--- config.mk ---
export PLATFORM = sky130hd
export DESIGN_NAME = ema_level_detector
export DESIGN_NICKNAME = d
export VERILOG_FILES = /design/src/rtl/ema_pkg.sv /design/src/rtl/ema_det_debounce.sv /design/src/rtl/ema_level_detector.sv
export SDC_FILE = /design/constraint.sdc
export NUM_CORES = 1
export LEC_CHECK = 0
export BUFFER_PORTS_ARGS = -buffer_cell sky130_fd_sc_hd__buf_2
export CAP_MARGIN = 20
export CORE_AREA = 2 2 67 69
export CTS_CLUSTER_DIAMETER = 40
export DETAILED_ROUTE_END_ITERATION = 10
export DIE_AREA = 0 0 69 71
export PLACE_DENSITY = 0.83
export SLEW_MARGIN = 20
export SYNTH_ARGS = -nofsm -noshare
export SYNTH_HDL_FRONTEND = slang
export SYNTH_SLANG_ARGS = --single-unit
--- constraint.sdc ---
create_clock -name clk -period 2.49 [get_ports clk]
set_clock_uncertainty 0.2 [all_clocks]
set_input_delay 0.498 -clock clk [delete_from_list [all_inputs] [get_ports clk]]
set_output_delay 0.498 -clock clk [all_outputs]
set_load 0.02 [all_outputs]
--- src/rtl/ema_pkg.sv ---
// Shared definitions for the EMA filter chain: level-detector state encoding,
// default sample width and the effective debounce-length rule.
package ema_pkg;

   localparam int DEFAULT_WIDTH = 8;

   typedef enum logic [1:0] {
      LOW       = 2'd0,
      RISE_PEND = 2'd1,
      HIGH      = 2'd2,
      FALL_PEND = 2'd3
   } det_state_t;

   // A debounce length of zero behaves exactly like a length of one.
   function automatic int unsigned eff_deb_len(input int unsigned len);
      return (len == 32'd0) ? 32'd1 : len;
   endfunction

endpackage

--- src/rtl/ema_det_debounce.sv ---
// Debounce counter shared by the rise and fall pending states; done means the
// next qualifying sample reaches the effective debounce length.
module ema_det_debounce
   import ema_pkg::*;
#(
   parameter int DEB_W = 4
) (
   input  logic             clk,
   input  logic             reset,
   input  logic             inc,
   input  logic             clr,
   input  logic [DEB_W-1:0] deb_len,
   output logic             done
);

   logic [DEB_W-1:0] cnt;
   logic [DEB_W:0]   cnt_plus1;

   // Compare with >= so that shrinking deb_len mid-pending completes at once.
   always_comb begin
      cnt_plus1 = {1'b0, cnt} + 1'b1;
      done      = 32'(cnt_plus1) >= eff_deb_len(32'(deb_len));
   end

   always_ff @(posedge clk or posedge reset) begin
      if (reset) begin
         cnt <= '0;
      end else if (clr) begin
         cnt <= '0;
      end else if (inc) begin
         cnt <= cnt_plus1[DEB_W-1:0];
      end
   end

endmodule

--- src/rtl/ema_level_detector.sv ---
// Debounced hysteretic level detector on the EMA output stream, with rise/fall
// pulses and a saturating rise counter. Optional peak hold: LEVEL_DET_PEAK_HOLD_EN.
module ema_level_detector
   import ema_pkg::*;
#(
   parameter int WIDTH = DEFAULT_WIDTH,
   parameter int DEB_W = 4,
   parameter int CNT_W = 16
) (
   input  logic             clk,
   input  logic             reset,
   input  logic [WIDTH-1:0] y_in,
   input  logic             y_valid,
   input  logic [WIDTH-1:0] thr_hi,
   input  logic [WIDTH-1:0] thr_lo,
   input  logic [DEB_W-1:0] deb_len,
   input  logic             clr_cnt,
   output logic             level,
   output logic             rise_pulse,
   output logic             fall_pulse,
   output logic [CNT_W-1:0] evt_cnt,
   output logic             cfg_err
`ifdef LEVEL_DET_PEAK_HOLD_EN
   ,
   output logic [WIDTH-1:0] peak
`endif
);

   det_state_t state, state_next;
   logic advance, rise_q, fall_q;
   logic deb_inc, deb_clr, deb_done;
   logic rise_evt, fall_evt;

   ema_det_debounce #(.DEB_W(DEB_W)) u_debounce (
      .clk     (clk),
      .reset   (reset),
      .inc     (deb_inc),
      .clr     (deb_clr),
      .deb_len (deb_len),
      .done    (deb_done)
   );

   always_comb begin
      state_next = state;
      deb_inc    = 1'b0;
      deb_clr    = 1'b0;
      rise_evt   = 1'b0;
      fall_evt   = 1'b0;
      advance    = y_valid && !cfg_err;
      rise_q     = y_in >= thr_hi;
      fall_q     = y_in <= thr_lo;
      if (advance) begin
         case (state)
            LOW, RISE_PEND: begin
               if (!rise_q) begin
                  state_next = LOW;
                  deb_clr    = 1'b1;
               end else if (deb_done) begin
                  state_next = HIGH;
                  deb_clr    = 1'b1;
                  rise_evt   = 1'b1;
               end else begin
                  state_next = RISE_PEND;
                  deb_inc    = 1'b1;
               end
            end
            HIGH, FALL_PEND: begin
               if (!fall_q) begin
                  state_next = HIGH;
                  deb_clr    = 1'b1;
               end else if (deb_done) begin
                  state_next = LOW;
                  deb_clr    = 1'b1;
                  fall_evt   = 1'b1;
               end else begin
                  state_next = FALL_PEND;
                  deb_inc    = 1'b1;
               end
            end
            default: begin
               state_next = LOW;
               deb_clr    = 1'b1;
            end
         endcase
      end
   end

   always_ff @(posedge clk or posedge reset) begin
      if (reset) begin
         state      <= LOW;
         level      <= 1'b0;
         rise_pulse <= 1'b0;
         fall_pulse <= 1'b0;
         evt_cnt    <= '0;
         cfg_err    <= 1'b0;
      end else begin
         state      <= state_next;
         level      <= (state_next == HIGH) || (state_next == FALL_PEND);
         rise_pulse <= rise_evt;
         fall_pulse <= fall_evt;
         cfg_err    <= thr_lo > thr_hi;
         // Clear wins over a coincident rise; the count sticks at all-ones.
         if (clr_cnt) begin
            evt_cnt <= '0;
         end else if (rise_evt && (evt_cnt != '1)) begin
            evt_cnt <= evt_cnt + CNT_W'(1);
         end
      end
   end

`ifdef LEVEL_DET_PEAK_HOLD_EN
   always_ff @(posedge clk or posedge reset) begin
      if (reset) begin
         peak <= '0;
      end else if (rise_evt) begin
         peak <= '0;
      end else if (level && y_valid && (y_in > peak)) begin
         peak <= y_in;
      end
   end
`endif

endmodule

==> flow_summary.yaml <==
setup_path:
  end_kind: "flip-flop"
  r2r_cells: 11
  cp.depth: 11
  cp.buffers_inverters: 1
  crit_path_start: "u_debounce.cnt[1]"
  required_ps: 2490
  critical-path-top-delay-family: "simple AND/OR/NAND/NOR gates"
  critPathLaunchType: "flip-flop"
  critPathMaxFanout: 5
  rrSetupSlack_ps: -370
  crit_end: "evt_cnt[13]"
  cpMaxStageDelayCell: "dfrtp_1"
  worstPathCellList: "ha_2 > nor2b_4 > or2_4 > ha_4 > nand2_4 > o21ai_4 > a32o_2 > nand4_1 > buf_6 > or3_1 > a21oi_1"
  worst-setup-path-type: "reg -> reg"
  critical-path-max-stage-delay_ps: 410
  r2r-end: "evt_cnt[13]"
  arrival_ps: 2860
  reg2reg_from: "u_debounce.cnt[1]"
timing:
  slew_violations: 0
  clock.fmax_mhz: 350
  worst_slack_ps: -370
  slew_headroom_pct: 66.4
  hold_slack_ps: 60.7
  fin_crit_ps: 2860
  fin_tns_setup_ps: -4450
  grt_setup_unrepaired: "yes"
  fin_crit_sh_pct: 115
  setup_viol: 22
  worstMarginPinSlew_ps: 504
  finalHoldViolCount: 0
power_and_ir_drop:
  p_leak_nw: 1.39
  p_total_mw: 1.34
  ir_drop_mv: 0.315
  powerDensity_nw_per_um2: 511
routing:
  routed_wl_um: 5080
  drt-initial-drc-count: 141
  firstDrtPassIters: 4
  detail_route.vias_per_cell: 5.61
  route.vias.total: 1959
  drc: 0
  ant_nets: 0
  routedWlPerCell_um: 14.5
die:
  dieArea_um2: 4900
  ios: 52
  dieHeight_um: 71
  rows: 24
  die_x_um: 69
  initial_core_util_pct: 46.1
  core-area_um2: 4200
synth:
  synth_top_area_cell: "dfrtp_1"
  synthesis.nets: 278
  synth_seq_area_share_pct: 32.3
  ys_types: 39
  synthCells: 216
  synth-seq-cells: 25
  synthTopCellsByArea: "dfrtp_1 (32%), ha_1 (19%), a21oi_1 (4.9%)"
  postSynthAreaPerCell_um2: 8.97
  synth_top_area_share_pct: 32.3
  netlist_area_um2: 1940
  ys_warn_count: 0
layout:
  multi_input_area_um2: 1310
  fill_cells: 362
  layout-drive-gt1-share_pct: 37.4
  register_area_um2: 626
  layout.nets: 360
  syn_to_final_growth_pct: 34.9
  antenna_cells: 0
  final_cell_mix: "buf_2 (52), ha_1 (28), dfrtp_1 (25), buf_4 (25), inv_1 (24)"
  stdcell_count: 349
  stdcell_area_um2: 2620
  layout_commonest_cell: "buf_2"
  final_util_pct: 62.2
global_route:
  grt_pass1_vias: 1933
  grt_use_total_pct: 20.2
  antenna_found_initial: 0
  gr-total-overflow: 0
  grt_pass1_wl_um: 8230
  grt_max_degree: 26
run_status:
  violations: "setup timing"
  status: "complete, but fails checks"
place:
  dp_hpwl_um: 3660
  dp.cells: 338
  routabilityCongestion: 0.805
  pre_cts_ws_ps: -281
  portBuffers: 51
  place_area_um2: 2440
clock_tree:
  tritoncts: "built"
  clk_pin_slew_ps: 90
  cts_root_buffer: "clkbuf_8"
  numCtsBuffers: 3
  ctsHoldBuffers: 0
  clock_path_buffers: 2
  cts.htree.levels: 1
  clk_latency_ps: 280
  cts.sink_count: 25
hold_path:
  hp-class: "in -> async"
job:
  drv_cap: 0
==> Yosys cell counts (all sizes together) <==
cell    count
buf         1
o21ai      15
and4b       1
xnor2       2
a21o        4
and3        3
nand4b      1
a31o        2
clkbuf      2
or3        11
mux2        2
inv        24
o31ai       1
a32o        1
nand2b      2
nor3        1
nor4        2
o21a        2
ha         30
mux2i       1
a22o        3
or4         2
nand4       7
o211a       3
nand3      11
nor2b       6
nor2       12
a211oi      3
o311ai      1
xor2        1
a21oi      20
dfrtp      25
or2         2
and2        1
nand2      11
==> cell families (layout without fill, tap and decap cells) <==
family	after synthesis	count (layout)	share of synthesized area [%]
xor+xnor	3	3	1.36
buf+inv	27	108	5.29
fa+ha+maj	30	30	19.4
compound gates	55	55	19.0
flops	25	25	32.3
simple gates	73	73	20.9
mux	3	3	1.87
==> final cells by class <==
class                      instances  share of cell area [%]
multi-input combinational        164                    50.0
inverter                          24                    3.44
timing repair buffer              80                    18.4
sequential                        25                    23.9
clock buffer                       4                    1.72
tap                               52                    2.49
==> worst register-to-register path, stage by stage (launching register included) <==
cell and delay, ps:
dfrtp_1 410, ha_2 210, nor2b_4 130, or2_4 240
ha_4 290, nand2_4 60, o21ai_4 170, a32o_2 200
nand4_1 220, buf_6 210, or3_1 300, a21oi_1 150
==> report_power, final <==
part           switching (mW)  internal (mW)  total (mW)
logic                   0.297          0.299       0.595
clock network           0.139          0.115       0.254
registers              0.0405          0.446       0.487
total                   0.476          0.860        1.34
==> layer usage <==
metal	GRT usage (%)	part of all wire (%)
met1	22.8	39
met2	38.4	53
met3	2.42	4.1
met4	8.28	3.8
met5	0	0
==> how the worst min path moves through the flow <==
| stage | depth (start not counted) | from | slack (ps) | to |
|---|---|---|---|---|
| floorplan | 1 | u_debounce.cnt[1] | 310 | u_debounce.cnt[1] |
| global placement | 1 | u_debounce.cnt[3] | 340 | u_debounce.cnt[3] |
| detailed placement | 1 | u_debounce.cnt[3] | 350 | u_debounce.cnt[3] |
| CTS | 3 | reset | 80 | evt_cnt[8] |
| global route | 3 | reset | 110 | evt_cnt[8] |
| finish | 3 | reset | 60 | evt_cnt[8] |
==> sequential cells by signal, indices dropped and copies added, names as in the netlist <==
register,count
u_debounce.cnt,4
cfg_err,1
rise_pulse,1
state,1
fall_pulse,1
evt_cnt,16
level,1
==> what timing repair did <==
item | 4_1_cts | 5_1_grt
pin swaps | 11 | 5
gates resized for setup | 8 | 13
setup endpoints to repair | 15 | 23
cloned | 1 | 0
buffers inserted | 3 | 3
No activity file was read; power rests on OpenSTA's default activity.
